`config.mk`:
```
export PLATFORM = sky130hd
export DESIGN_NAME = y86_mem_arbiter
export DESIGN_NICKNAME = d
export VERILOG_FILES = /design/src/rtl/y86_mem_arbiter.sv
export SDC_FILE = /design/constraint.sdc
export NUM_CORES = 1
export LEC_CHECK = 0
export ABC_AREA = 1
export ABC_CLOCK_PERIOD_IN_PS = 2200
export BUFFER_PORTS_ARGS = -buffer_cell sky130_fd_sc_hd__buf_4
export CAP_MARGIN = 20
export CELL_PAD_IN_SITES_DETAIL_PLACEMENT = 1
export CELL_PAD_IN_SITES_GLOBAL_PLACEMENT = 1
export CORE_ASPECT_RATIO = 1.5
export CORE_MARGIN = 1
export CORE_UTILIZATION = 33
export DETAILED_ROUTE_END_ITERATION = 16
export GPL_TIMING_DRIVEN = 0
export HOLD_SLACK_MARGIN = 0.05
export PLACE_DENSITY = 0.86
export SYNTH_ARGS = -nofsm -noshare
export SYNTH_HDL_FRONTEND = slang
export SYNTH_SLANG_ARGS = --single-unit
export TNS_END_PERCENT = 5
```
`constraint.sdc`:
```
create_clock -name clk -period 2.2 [get_ports clk]
set_clock_uncertainty 0.1 [all_clocks]
set_input_delay 0.44 -clock clk [delete_from_list [all_inputs] [get_ports clk]]
set_output_delay 0.44 -clock clk [all_outputs]
set_load 0.01 [all_outputs]
```
`src/rtl/y86_mem_arbiter.sv`:
```
// rtl/y86_mem_arbiter.sv - two-port (CPU/DMA) arbiter for the single y86 memory bus
// One transfer at a time: IDLE latches a winner, ACCESS drives the bus, RESP pulses done.
module y86_mem_arbiter #(
    parameter int AW         = 32,
    parameter int DW         = 32,
    parameter int MAX_WAIT   = 15,
    parameter int FIXED_PRIO = 0
) (
    input  logic          clk,
    input  logic          rst_n,
    input  logic          cpu_req,
    input  logic          cpu_we,
    input  logic [AW-1:0] cpu_addr,
    input  logic [DW-1:0] cpu_wdata,
    output logic          cpu_gnt,
    output logic          cpu_done,
    output logic [DW-1:0] cpu_rdata,
    input  logic          dma_req,
    input  logic          dma_we,
    input  logic [AW-1:0] dma_addr,
    input  logic [DW-1:0] dma_wdata,
    output logic          dma_gnt,
    output logic          dma_done,
    output logic [DW-1:0] dma_rdata,
    output logic [AW-1:0] mem_A,
    output logic          mem_RE,
    output logic          mem_WE,
    output logic [DW-1:0] mem_out,
    input  logic [DW-1:0] mem_in,
    input  logic          mem_ready,
    output logic          bus_err
);

    typedef enum logic [1:0] {
        S_IDLE   = 2'd0,
        S_ACCESS = 2'd1,
        S_RESP   = 2'd2
    } state_t;

    localparam logic [7:0] MAX_WAIT_C = 8'(MAX_WAIT);

    state_t        state_q, state_d;
    logic          owner_q, owner_d;      // 0 = CPU, 1 = DMA
    logic          last_q, last_d;        // owner of the last completed transfer
    logic          we_q, we_d;
    logic [AW-1:0] addr_q, addr_d;
    logic [DW-1:0] wdata_q, wdata_d;
    logic [7:0]    cnt_q, cnt_d;
    logic          err_q, err_d;
    logic [DW-1:0] cpu_rdata_q, cpu_rdata_d;
    logic [DW-1:0] dma_rdata_q, dma_rdata_d;
    logic          grant_dma;

    // DMA wins only when alone, or on a round-robin tie after a CPU transfer
    assign grant_dma = dma_req && (!cpu_req || (FIXED_PRIO == 0 && !last_q));

    always_comb begin
        state_d     = state_q;
        owner_d     = owner_q;
        last_d      = last_q;
        we_d        = we_q;
        addr_d      = addr_q;
        wdata_d     = wdata_q;
        cnt_d       = cnt_q;
        err_d       = err_q;
        cpu_rdata_d = cpu_rdata_q;
        dma_rdata_d = dma_rdata_q;
        case (state_q)
            S_IDLE: begin
                if (cpu_req || dma_req) begin
                    owner_d = grant_dma;
                    we_d    = grant_dma ? dma_we    : cpu_we;
                    addr_d  = grant_dma ? dma_addr  : cpu_addr;
                    wdata_d = grant_dma ? dma_wdata : cpu_wdata;
                    cnt_d   = 8'd0;
                    err_d   = 1'b0;
                    state_d = S_ACCESS;
                end
            end
            S_ACCESS: begin
                cnt_d = cnt_q + 8'd1;
                if (mem_ready) begin
                    if (!we_q) begin
                        if (owner_q) dma_rdata_d = mem_in;
                        else         cpu_rdata_d = mem_in;
                    end
                    last_d  = owner_q;
                    state_d = S_RESP;
                end else if (cnt_q + 8'd1 == MAX_WAIT_C) begin
                    if (owner_q) dma_rdata_d = '0;
                    else         cpu_rdata_d = '0;
                    err_d   = 1'b1;
                    state_d = S_RESP;
                end
            end
            S_RESP: begin
                cnt_d   = 8'd0;
                state_d = S_IDLE;
            end
            default: state_d = S_IDLE;
        endcase
    end

    always_ff @(posedge clk or negedge rst_n) begin
        if (!rst_n) begin
            state_q     <= S_IDLE;
            owner_q     <= 1'b0;
            last_q      <= 1'b1;
            we_q        <= 1'b0;
            addr_q      <= '0;
            wdata_q     <= '0;
            cnt_q       <= 8'd0;
            err_q       <= 1'b0;
            cpu_rdata_q <= '0;
            dma_rdata_q <= '0;
        end else begin
            state_q     <= state_d;
            owner_q     <= owner_d;
            last_q      <= last_d;
            we_q        <= we_d;
            addr_q      <= addr_d;
            wdata_q     <= wdata_d;
            cnt_q       <= cnt_d;
            err_q       <= err_d;
            cpu_rdata_q <= cpu_rdata_d;
            dma_rdata_q <= dma_rdata_d;
        end
    end

    // Bus outputs decode straight from state so an async reset drops them at once
    always_comb begin
        cpu_gnt   = (state_q == S_ACCESS) && !owner_q;
        dma_gnt   = (state_q == S_ACCESS) &&  owner_q;
        cpu_done  = (state_q == S_RESP)   && !owner_q;
        dma_done  = (state_q == S_RESP)   &&  owner_q;
        bus_err   = (state_q == S_RESP)   &&  err_q;
        mem_RE    = (state_q == S_ACCESS) && !we_q;
        mem_WE    = (state_q == S_ACCESS) &&  we_q;
        mem_A     = (state_q == S_ACCESS) ? addr_q  : '0;
        mem_out   = (state_q == S_ACCESS) ? wdata_q : '0;
        cpu_rdata = cpu_rdata_q;
        dma_rdata = dma_rdata_q;
    end

endmodule

```
# ---- Word level (Yosys, flattened, before mapping)
# Index checks and enable logic that the tools add are counted.
dict set report totals {
  regBits 142
  latch_bits 0
  ramBits 0
  rom_bits 0
  output_inout_bits 135
  memories 0
}
dict set report classes {
  n_addsub 1
  n_mul 0
  n_div 0
  magnitude_cmp 0
  eq_ne 8
  shifts 0
  n_mux 25
  n_bitwise 1
  n_reduce_logical 25
}
# operator count
set op_table {}
lappend op_table {{$mux W32} 14}
lappend op_table {{$pmux W8 S3} 1}
lappend op_table {{$reduce_and A4 Y1} 3}
lappend op_table {{$add A8 B1 Y8 const B} 1}
lappend op_table {{$eq A8 B4 Y1 const B} 1}
lappend op_table {{$logic_and A1 B1 Y1} 8}
lappend op_table {{$mux W8} 1}
lappend op_table {{$ne A2 B2 Y1 const B} 4}
lappend op_table {{$reduce_and A2 Y1} 4}
lappend op_table {{$mux W2} 3}
lappend op_table {{$logic_not A1 Y1} 4}
lappend op_table {{$mux W1} 4}
lappend op_table {{$pmux W2 S2} 1}
lappend op_table {{$reduce_bool A2 Y1} 2}
lappend op_table {{$ne A3 B3 Y1 const B} 1}
lappend op_table {{$reduce_bool A3 Y1} 1}
lappend op_table {{$eq A2 B1 Y1 const B} 1}
lappend op_table {{$eq A2 B2 Y1 const B} 1}
lappend op_table {{$logic_not A2 Y1} 1}
lappend op_table {{$logic_or A1 B1 Y1} 2}
lappend op_table {{$pmux W1 S2} 1}
lappend op_table {{$not A1 Y1} 1}

# ---- Depth between registers and ports, before layout
# Gate-level depths: netlist of the first run.
dict set report depth {
  word_depth 5
  depth_mapped 12
  depth_no_buf 11
}

# ---- Least setup slack after synthesis of the first run
# Ideal clock, no wire load.
dict set report synth_timing {
  kind {register to output}
  startpoint {register state_q[0]}
  endpoint {output mem_A[22]}
  arrival_ns 1.326
  setup_slack_ns 0.334
  stages_incl_launch_ff 7
  path_cell_list {dfrtp_1 -> inv_2 -> nor2_4 -> inv_1 -> clkbuf_1 -> clkbuf_1 -> nor2_1}
}
dict set report synth_between {
  elab_chain_len 2
}
# element line
set synth_lines {}
lappend synth_lines {{from (decl)} 42} ;# state_t state_q, state_d;
lappend synth_lines {{from (signal assigned)} 117} ;# state_q <= state_d;
lappend synth_lines {{$eq A2 B1 Y1} 139} ;# mem_A = (state_q == S_ACCESS) ? addr_q : '0;
lappend synth_lines {{$mux W32} 139}
lappend synth_lines {{to (decl)} 25} ;# output logic [AW-1:0] mem_A,
# Every way passes these cells.

# ---- Worst setup path in the final report of the first run
dict set report layout_timing {
  startpoint {register state_q[1]}
  endpoint {output mem_A[15]}
}
# Same word-level chain as after synthesis.

==> results of run 1 <==
[power groups by stage]
stage | combinational (W) | sequential (W) | clock (W)
after detailed placement | 0.00631 | 0.00444 | 0
after CTS | 0.00764 | 0.00440 | 0.00324
after floorplan | 0.00306 | 0.00456 | 0
after global placement | 0.00612 | 0.00438 | 0
after global routing | 0.00851 | 0.00453 | 0.00336
final | 0.00786 | 0.00439 | 0.00317
[worst max path at each step]
stage                                start    endpoint  slack (ps)  depth (start not counted)
finish              state_q[1]$_DFFE_PN0P_   mem_A[15]        -120                          7
global route        state_q[1]$_DFFE_PN0P_   mem_A[15]        -180                          7
CTS                 state_q[0]$_DFFE_PN0P_   mem_A[28]        -140                          8
detailed placement  state_q[0]$_DFFE_PN0P_  mem_out[3]        -470                          7
global placement    state_q[0]$_DFFE_PN0P_  mem_out[3]        -440                          7
floorplan           state_q[0]$_DFFE_PN0P_   mem_A[22]         330                          6
[synth_stat cells, types with 4 or more instances]
cell type / number
sky130_fd_sc_hd__clkbuf_1: 26
sky130_fd_sc_hd__o22ai_1: 66
sky130_fd_sc_hd__nand2_1: 236
sky130_fd_sc_hd__buf_6: 6
sky130_fd_sc_hd__inv_1: 113
sky130_fd_sc_hd__dfrtp_1: 141
sky130_fd_sc_hd__nand3_1: 8
sky130_fd_sc_hd__o21ai_0: 75
sky130_fd_sc_hd__nor2_2: 4
sky130_fd_sc_hd__buf_2: 20
sky130_fd_sc_hd__nand2_2: 18
sky130_fd_sc_hd__nor2_1: 143
[layout make-up]
type                       instances  area [um^2]
clock inverter                    15        216.5
buffer                            51        374.1
multi-input combinational        565         2887
inverter                         114        431.7
timing repair buffer             315         2601
tap                              260        325.3
clock buffer                      17        425.4
fill                            2456         9121
timing repair inverter             1        5.005
sequential                       142         3556
[state kept, by name, indices dropped and copies added, names as in the netlist]
signal	cells
addr_q	32
cnt_q	8
err_q	1
state_q	2
last_q	1
owner_q	1
dma_rdata	32
we_q	1
cpu_rdata	32
wdata_q	32
[stage by stage]
step                      cell area (um^2)  TNS [ps]  utilization (%)
final                                10820     -4485            54.26
after global routing                 10820     -8958            54.26
after CTS                            10670     -6449            53.50
after detailed placement              9403    -15170            47.15
after global placement                9371    -29160            46.99
after floorplan                       6794         0                -
[cell families after synthesis]
logic type                 share of synthesized area [%]
and+or+nand+nor                                    24.92
DFF                                                52.32
AOI/OAI and AO/OA                                  11.95
xor gates and xnor gates                          0.2395
buffers and inverters                              10.20
adders and majority gates                         0.3683
[critical path: cells and delay by family (launching register included)]
| family | cells | cell delay (ps) |
|---|---|---|
| buffers and inverters | 5 | 680 |
| flip-flops | 1 | 410 |
| AND/OR/NAND/NOR | 2 | 250 |
[layer usage]
layer / global-route usage [%] / share of wire (%) / vias to the layer above / wire length [um]
li1: - / - / 3380 / -
met1: 25.14 / 36 / 3448 / 9078
met2: 46.95 / 56 / 250 / 14150
met3: 5.302 / 5.6 / 57 / 1429
met4: 9.546 / 3.2 / 0 / 805
met5: 0 / 0 / - / 0
[what timing repair did]
item	4_1_cts	5_1_grt
gates resized for setup	131	40
cloned	5	0
pin swaps	2	2
hold endpoints to repair	48	0
hold buffers	1	0
buffers inserted	9	0
endpoints found under the setup margin	72	70
==> flow_summary.yaml, run 1 <==
pwr:
  pwr_density_cell_nw_per_um2: 1425
  share_comb_of_total_power_pct: 50.9
  seq_power_share_pct: 28.5
  vdd_ir_drop_max_uv: 727.8
  totalPowerFinal_w: 0.01542
  power.static_leakage_nw: 5.698
  power.switching_fraction_pct: 40.27
  internal_power_w: 0.009213
  total_switching_power_w: 0.006211
  portion_of_total_power_attributed_to_the_clock_network_pct: 20.6
logic_synthesis:
  netlist_top_cells_area: "sky130_fd_sc_hd__dfrtp_1 (52%), sky130_fd_sc_hd__nand2_1 (13%), sky130_fd_sc_hd__nor2_1 (7.9%), sky130_fd_sc_hd__inv_1 (6.2%), sky130_fd_sc_hd__o22ai_1 (6.1%)"
  synth_warnings: 0
  postSynth.asyncResetShare_pct: 100.0
  synth_largest_type_area_fraction_pct: 51.93
  synthDistinctLibCells: 24
  dominantRegCellSynth: "sky130_fd_sc_hd__dfrtp_1"
  yosys.area.top_type: "sky130_fd_sc_hd__dfrtp_1"
  avgSynthCellArea_um2: 7.782
  seq_area_frac_synth_pct: 52.32
  synth_enable_flop_cells: 0
  netlist_instances: 873
  synth_seq_cells: 142
  synth.cell_area_um2: 6794
  synth_nets: 1042
global_routing:
  grt_pass1_vias: 7919
  grt.total_usage_pct: 24.33
  pin_count_of_the_biggest_net_entering_global_routing: 95
  grt_pass1_wl_mm: 40.02
  gr-total-overflow: 0
  antenna_found_initial: 0
placed_design:
  numPlacedInstances: 1434
  finalWeightedCongestion: 0.8062
  dp_slack_ps: -474.7
  io_buffers: 300
  post_detail_place_hpwl_mm: 18.58
clocking:
  cts_htree_levels: 4
  clk_root_buffer_cell: "sky130_fd_sc_hd__clkbuf_16"
  cts_num_sinks: 142
  number_of_buffers_inserted_during_clock_tree_synthesis: 17
  cts.path.max_buffers: 2
  worstSkewPairLatency_ps: 420
  cts_tree: "built"
  clk_transition_reported_paths_ps: 70
drt:
  routed_wirelength_mm: 25.47
  dr_total_vias: 7135
  vias_per_cell: 4.821
  detailed_route_drc_error_count: 0
  post_drt_antenna_nets: 0
  detailedRoute.firstPassIterationCount: 4
  drt-initial-drc-count: 262
  drt-wirelength-per-cell_um: 17.21
floorplan:
  core_footprint_um2: 19940
  initial_standard_cell_utilization_of_the_core_pct: 34.07
  fp.dieArea_um2: 21180
  fp.dieH_um: 177.7
  std_cell_rows: 63
  top_level_ports: 302
  die_width_um: 119.2
timing:
  hold_ws_ps: 178.0
  final-max-slew-violation-count: 0
  slew_headroom_pct: 62.29
  layout_min_cycle_time_ps: 2316
  setup_viol: 56
  finalWorstSetupSlack_ps: -116.1
  finalHoldViolations: 0
  grt_setup_unrepaired: "true"
  fin_crit_sh_pct: 105.3
  worst_slew_pin_slew_ps: 565.7
  max_freq_ghz: 0.4318
final_layout:
  nets: 1376
  area_delta_synth_final_pct: 59.28
  post_route_cells_drive_above_1_share_pct: 39.18
  commonest_non_fill_non_tap_cell_in_the_layout: "sky130_fd_sc_hd__buf_4"
  layout.cells.most_common_list: "sky130_fd_sc_hd__buf_4 (274), sky130_fd_sc_hd__nand2_1 (236), sky130_fd_sc_hd__dfrtp_1 (140), sky130_fd_sc_hd__inv_1 (112)"
  num_antenna_cells: 0
  final-instance-count-excl-fill: 1480
worst_setup_path:
  worstSetupStartpointType: "register"
  timing.critical_path.arrival_ps: 1780
  r2r_end: "dma_rdata[11]$_DFFE_PN0P_"
  crit_chain: "nor2_4 -> clkinvlp_4 -> buf_12 -> buf_8 -> buf_12 -> nor2_4 -> buf_6"
  max_stage_delay_ps: 410
  r2r_setup_slack_ps: 130
  worst_setup_path_end_kind: "primary output"
  critical-path-slowest-cell: "sky130_fd_sc_hd__dfrtp_1"
  regToRegStartpoint: "cnt_q[1]$_DFFE_PN0P_"
  crit_path_max_fanout: 10
  r2r_cells: 12
  worstPathRequired_ps: 1660
  worst-setup-path-type: "reg2out"
outcome:
  outcome: "finished with violations"
  violations_in_the_final_reports: "negative setup slack"
worst_hold_path:
  hp-class: "in2reg"
  min-delay-start: "dma_addr[8]"
  holdPathStages: 3
  whs_endpoint: "addr_q[8]$_DFFE_PN0P_"
run:
  max_cap_viol_count: 0
No activity file was read; power rests on OpenSTA's default activity.
==> inputs of run 2 (changes only) <==
Settings changed: ABC_CLOCK_PERIOD_IN_PS 2200 to 2600, CTS_CLUSTER_DIAMETER set to 100.
Clock period 2.2 ns to 2.6 ns, I/O delays scaled along.
==> run 2 against run 1 <==
- clock power fell by 16%
- routed wire length is 4.8% lower
- global-route usage decreased by 0.70 points
- sequential share of layout area up 2.4 points
- the run now ends clean
- largest power group unchanged
==> flow_summary.yaml, run 2 (synthesis gave the netlist of run 1 again) <==
outcome:
  outcome: "complete, no violations"
worst_setup_path:
  critical-path-slowest-cell: "sky130_fd_sc_hd__dfrtp_2"
  crit_buf_inv: 5
  worst-setup-path-type: "reg2out"
  critPathMostFrequentCell: "sky130_fd_sc_hd__buf_4"
  worstSetupStartpointType: "register"
  worstPathRequired_ps: 1980
  timing.critical_path.arrival_ps: 1880
  max_stage_delay_ps: 400
  path_delay_family: "buffers and inverters"
  r2r_cells: 7
  worst_setup_path_end_kind: "primary output"
  cp.depth: 7
  crit_chain: "inv_2 -> nor2_4 -> clkinvlp_4 -> buf_4 -> buf_2 -> nor2_1 -> buf_4"
  crit_path_max_fanout: 10
  r2r_setup_slack_ps: 490
drt:
  detailedRoute.firstPassIterationCount: 4
  drt-initial-drc-count: 231
  drt-wirelength-per-cell_um: 16.48
  detailed_route_drc_error_count: 0
  dr_total_vias: 6984
  post_drt_antenna_nets: 0
  vias_per_cell: 4.748
  routed_wirelength_mm: 24.24
clocking:
  number_of_buffers_inserted_during_clock_tree_synthesis: 17
  cts_num_sinks: 142
  clk_transition_reported_paths_ps: 70
  cts.path.max_buffers: 2
  clk_root_buffer_cell: "sky130_fd_sc_hd__clkbuf_16"
  cts_htree_levels: 4
  worstSkewPairLatency_ps: 420
  cts_tree: "built"
global_routing:
  pin_count_of_the_biggest_net_entering_global_routing: 95
  grt.total_usage_pct: 23.63
  antenna_found_initial: 0
  grt_pass1_vias: 7784
  gr-total-overflow: 0
  grt_pass1_wl_mm: 38.89
worst_hold_path:
  holdPathStages: 3
  hp-class: "in2reg"
final_layout:
  layout.cells.most_common_list: "sky130_fd_sc_hd__buf_4 (303), sky130_fd_sc_hd__nand2_1 (236), sky130_fd_sc_hd__nor2_1 (142), sky130_fd_sc_hd__dfrtp_1 (140), sky130_fd_sc_hd__inv_1 (112)"
  area_delta_synth_final_pct: 48.60
  commonest_non_fill_non_tap_cell_in_the_layout: "sky130_fd_sc_hd__buf_4"
  num_antenna_cells: 0
  nets: 1367
  fillerInstances: 2541
  stdcell_area_um2: 10100
  multi_input_area_um2: 2549
  layout.area.seq_um2: 3556
  post-route-util_pct: 50.62
  post_route_cells_drive_above_1_share_pct: 33.11
timing:
  layout_min_cycle_time_ps: 2498
  final-max-slew-violation-count: 0
  finalHoldViolations: 0
  hold_ws_ps: 258.5
  finalWorstSetupSlack_ps: 101.6
  grt_setup_unrepaired: "false"
  slew_headroom_pct: 62.01
  setup_viol: 0
  worst_slew_pin_slew_ps: 569.9
  max_freq_ghz: 0.4002
  fin_crit_sh_pct: 96.09
  totalNegativeSetupSlack_ps: 0
placed_design:
  post_detail_place_hpwl_mm: 18.58
  io_buffers: 300
  finalWeightedCongestion: 0.8062
  post_dp_cell_area_um2: 9403
  dp_slack_ps: -154.7
floorplan:
  fp.dieH_um: 177.7
  initial_standard_cell_utilization_of_the_core_pct: 34.07
  core_footprint_um2: 19940
  fp.dieArea_um2: 21180
  die_width_um: 119.2
  top_level_ports: 302
  std_cell_rows: 63
pwr:
  power.static_leakage_nw: 5.530
  seq_power_share_pct: 31.7
  power.switching_fraction_pct: 39.63
  vdd_ir_drop_max_uv: 493.6
  share_comb_of_total_power_pct: 45.5
  portion_of_total_power_attributed_to_the_clock_network_pct: 22.8
  internal_power_w: 0.007087
  total_switching_power_w: 0.004653
  pwr_density_cell_nw_per_um2: 1163
run:
  max_cap_viol_count: 0
[run 2: cell types whose count changed in the layout (fill, tap and decap cells not counted), moves of 3 or more]
| cell | before | now |
|---|---|---|
| sky130_fd_sc_hd__nor2_4 | 35 | 1 |
| sky130_fd_sc_hd__buf_6 | 39 | 7 |
| sky130_fd_sc_hd__buf_4 | 274 | 303 |
| sky130_fd_sc_hd__nor2_1 | 75 | 142 |
| sky130_fd_sc_hd__buf_2 | 14 | 20 |
| sky130_fd_sc_hd__nor2_2 | 38 | 5 |
| sky130_fd_sc_hd__buf_8 | 3 | 0 |
| sky130_fd_sc_hd__buf_12 | 6 | 0 |
[run 2: worst reg2reg max path, cell delays in order, from the launching register on]
cell and delay [ps]:
sky130_fd_sc_hd__dfrtp_1 430, sky130_fd_sc_hd__nor2_1 190, sky130_fd_sc_hd__inv_1 90, sky130_fd_sc_hd__nor2_2 300
sky130_fd_sc_hd__buf_2 350, sky130_fd_sc_hd__buf_2 310, sky130_fd_sc_hd__o21ai_0 130, sky130_fd_sc_hd__o22ai_1 140
[run 2: layout make-up]
class / instances / share of cell area (%)
clock buffers: 17 / 4.214
well taps: 260 / 3.222
inverters: 114 / 4.276
flip-flops and latches: 142 / 35.22
plain buffers: 51 / 2.615
repair buffers: 306 / 23.01
clock inverters: 15 / 2.144
multi-input cells: 565 / 25.24
repair inverters: 1 / 0.04957
[run 2: repair_timing]
item | CTS | global route
buffers inserted | 4 | 0
hold buffers | 1 | 0
cloned | 1 | 0
hold endpoints to repair | 48 | 0
pin swaps | 1 | 0
gates resized for setup | 3 | 3
setup endpoints to repair | 68 | 13
[run 2: worst paths after layout]
path                                                from                        end
worst max-delay path              state_q[0]$_DFFE_PN0P_                  mem_A[15]
worst min-delay path                         dma_addr[8]      addr_q[8]$_DFFE_PN0P_
worst max register to register    state_q[1]$_DFFE_PN0P_     addr_q[27]$_DFFE_PN0P_
worst min register to register  dma_rdata[6]$_DFFE_PN0P_   dma_rdata[6]$_DFFE_PN0P_
max in group asynchronous                          rst_n     addr_q[18]$_DFFE_PN0P_
min in group asynchronous                          rst_n  dma_rdata[28]$_DFFE_PN0P_
[run 2: through the flow]
| stage | instances | power, W |
|---|---|---|
| 2_1_floorplan | 873 | 0.006452 |
| 3_3_place_gp | 1433 | 0.008884 |
| 3_5_place_dp | 1434 | 0.009100 |
| 4_1_cts | 1471 | 0.01191 |
| 5_1_grt | 1471 | 0.01259 |
| 6_report | 1471 | 0.01174 |
[run 2: power groups by stage]
stage / sequential, W / clock (W) / combinational (W)
CTS: 0.00373 / 0.00274 / 0.00544
finish: 0.00372 / 0.00267 / 0.00534
floorplan: 0.00386 / 0 / 0.00259
global route: 0.00384 / 0.00284 / 0.00591
global placement: 0.00371 / 0 / 0.00518
detailed placement: 0.00376 / 0 / 0.00534
[run 2: per-layer routing]
layer / vias to the layer above / track usage [%] / part of all wire, %
met1: 3334 / 24.32 / 36
met4: 0 / 9.705 / 2.5
met5: - / 0 / 0
met2: 248 / 45.20 / 56
li1: 3360 / - / -
met3: 42 / 5.559 / 6.2
==> inputs of run 3 (changes only) <==
Settings changed: CORE_UTILIZATION 33 to 34, CTS_BUF_LIST set to sky130_fd_sc_hd__clkbuf_2, PLACE_DENSITY 0.86 to 0.88.
==> run 3 against run 2 <==
- sequential power up 3%
- core utilization up 8.3 points
- cell count up 12%
- first-iteration DRC count up 100%
- non-clock buffer count up 163
- register-to-register slack worse by 280 ps
- design area up 15%
- the run now ends with negative setup slack left
- die area down 2.9%
- worst hold slack worse by 110 ps
- fmax down 8.6%
- routed wire length up 47%
- sequential share of layout area down 4.6 points
==> flow_summary.yaml, run 3 (synthesis gave the netlist of run 1 again) <==
outcome:
  outcome: "finished with violations"
  violations_in_the_final_reports: "negative setup slack"
drt:
  detailed_route_drc_error_count: 0
  routed_wirelength_mm: 35.61
  post_drt_antenna_nets: 0
  met3_length_mm: 1.741
  met2_wirelength_mm: 18.96
  drt-wirelength-per-cell_um: 21.68
  detail_route.wirelength.met1_mm: 12.17
  dr_total_vias: 8570
  detailedRoute.firstPassIterationCount: 5
  drt-initial-drc-count: 463
  highest-signal-layer: "met4"
  vias_per_cell: 5.216
pwr:
  vdd_ir_drop_max_uv: 537.2
  totalPowerFinal_w: 0.01186
  power.static_leakage_nw: 6.076
  pwr_density_cell_nw_per_um2: 1021
timing:
  layout_min_cycle_time_ps: 2733
  finalHoldViolations: 0
  final-max-slew-violation-count: 0
  slew_headroom_pct: 56.60
  grt_setup_unrepaired: "true"
  worst_slew_pin_slew_ps: 651.1
  setup_viol: 47
  totalNegativeSetupSlack_ps: -985.5
  max_freq_ghz: 0.3659
  fin_crit_sh_pct: 105.1
  finalWorstSetupSlack_ps: -133.2
global_routing:
  grt_pass1_vias: 9630
  grt.total_usage_pct: 33.28
  grt_pass1_wl_mm: 52.52
  gr-total-overflow: 0
  antenna_found_initial: 9
  pin_count_of_the_biggest_net_entering_global_routing: 90
clocking:
  worstSkewPairLatency_ps: 740
  cts_htree_levels: 4
  cts_tree: "built"
  clk_root_buffer_cell: "sky130_fd_sc_hd__clkbuf_2"
  number_of_buffers_inserted_during_clock_tree_synthesis: 17
  cts.path.max_buffers: 2
  clk_transition_reported_paths_ps: 270
  cts_num_sinks: 142
run:
  max_cap_viol_count: 0
final_layout:
  commonest_non_fill_non_tap_cell_in_the_layout: "sky130_fd_sc_hd__buf_4"
  nets: 1529
  post-route-util_pct: 58.95
  stdcell_area_um2: 11620
  layout.cells.most_common_list: "sky130_fd_sc_hd__buf_4 (302), sky130_fd_sc_hd__nand2_1 (236), sky130_fd_sc_hd__dlygate4sd3_1 (162), sky130_fd_sc_hd__dfrtp_1 (141), sky130_fd_sc_hd__inv_1 (112)"
  post_route_cells_drive_above_1_share_pct: 32.77
  area_delta_synth_final_pct: 70.98
  final-instance-count-excl-fill: 1643
floorplan:
  core_footprint_um2: 19710
  top_level_ports: 302
  die_width_um: 117.4
  fp.dieArea_um2: 20560
  std_cell_rows: 63
  initial_standard_cell_utilization_of_the_core_pct: 34.48
  fp.dieH_um: 175.1
worst_setup_path:
  timing.critical_path.arrival_ps: 2110
  worst_setup_path_end_kind: "primary output"
  crit_path_max_fanout: 10
  worst-setup-path-type: "reg2out"
  worstPathRequired_ps: 1980
  worstSetupStartpointType: "register"
placed_design:
  post_detail_place_hpwl_mm: 18.46
  finalWeightedCongestion: 0.7912
  post_dp_cell_area_um2: 9403
  numPlacedInstances: 1434
  io_buffers: 300
worst_hold_path:
  hp-class: "in2reg"
run 3: cell count changes in the layout (fill, tap and decap cells not counted), sizes merged:
cell	previous run	this run
bufinv	3	2
buf	331	333
diode	0	10
clkinvlp	3	4
clkinv	2	5
inv	122	118
dlygate4sd3	1	162
run 3: final timing paths:
kind	from	end	slack, ps	depth (start not counted)
setup / recovery	state_q[1]$_DFFE_PN0P_	mem_out[31]	-130	6
min in group asynchronous	rst_n	wdata_q[16]$_DFFE_PN0P_	160	2
hold reg to reg	cpu_rdata[28]$_DFFE_PN0P_	cpu_rdata[28]$_DFFE_PN0P_	410	2
setup reg to reg	state_q[1]$_DFFE_PN0P_	addr_q[14]$_DFFE_PN0P_	210	7
hold / removal	cpu_addr[4]	addr_q[4]$_DFFE_PN0P_	150	3
max in group asynchronous	rst_n	dma_rdata[16]$_DFFE_PN0P_	1350	3
run 3: what timing repair did:
item,in CTS,in global routing
gates resized for setup,38,49
setup endpoints to repair,68,69
hold buffers,162,0
setup buffers,6,0
hold endpoints to repair,182,0
pin swaps,1,1
run 3: final cells by class:
type                       instances  area [um^2]
antenna                           10        25.02
inverter                         114        431.7
sequential                       142         3555
multi-input combinational        565         2726
buffer                            51        346.6
clock buffer                      17        85.08
tap                              260        325.3
fill                            2363         8090
timing repair buffer             469         3961
clock inverter                    15        160.2
run 3: power by group:
part           internal [W]  switching, W
clock              0.000454      0.000937
sequential          0.00321      0.000616
combinational       0.00270       0.00395
total               0.00636       0.00550
run 3: layer usage:
layer	track usage [%]	vias to the layer above
li1	-	3693
met1	32.56	4202
met2	62.38	479
met3	6.266	196
met4	23.59	0
met5	0	-
run 3: worst max-delay path, cell delays in order (launching register included):
cell	delay [ps]
sky130_fd_sc_hd__dfrtp_1	450
sky130_fd_sc_hd__nor2_4	140
sky130_fd_sc_hd__clkinvlp_4	100
sky130_fd_sc_hd__buf_6	150
sky130_fd_sc_hd__buf_8	160
sky130_fd_sc_hd__nor2_1	190
sky130_fd_sc_hd__buf_4	170
run 3: per-stage QoR:
step | worst slack, ps | hold WS (ps)
floorplan | 654.4 | 124.4
global placement | -40.85 | 355.7
detailed placement | -102.7 | 361.5
CTS | -64.59 | 56.77
global route | -262.9 | 53.44
finish | -133.2 | 151.5
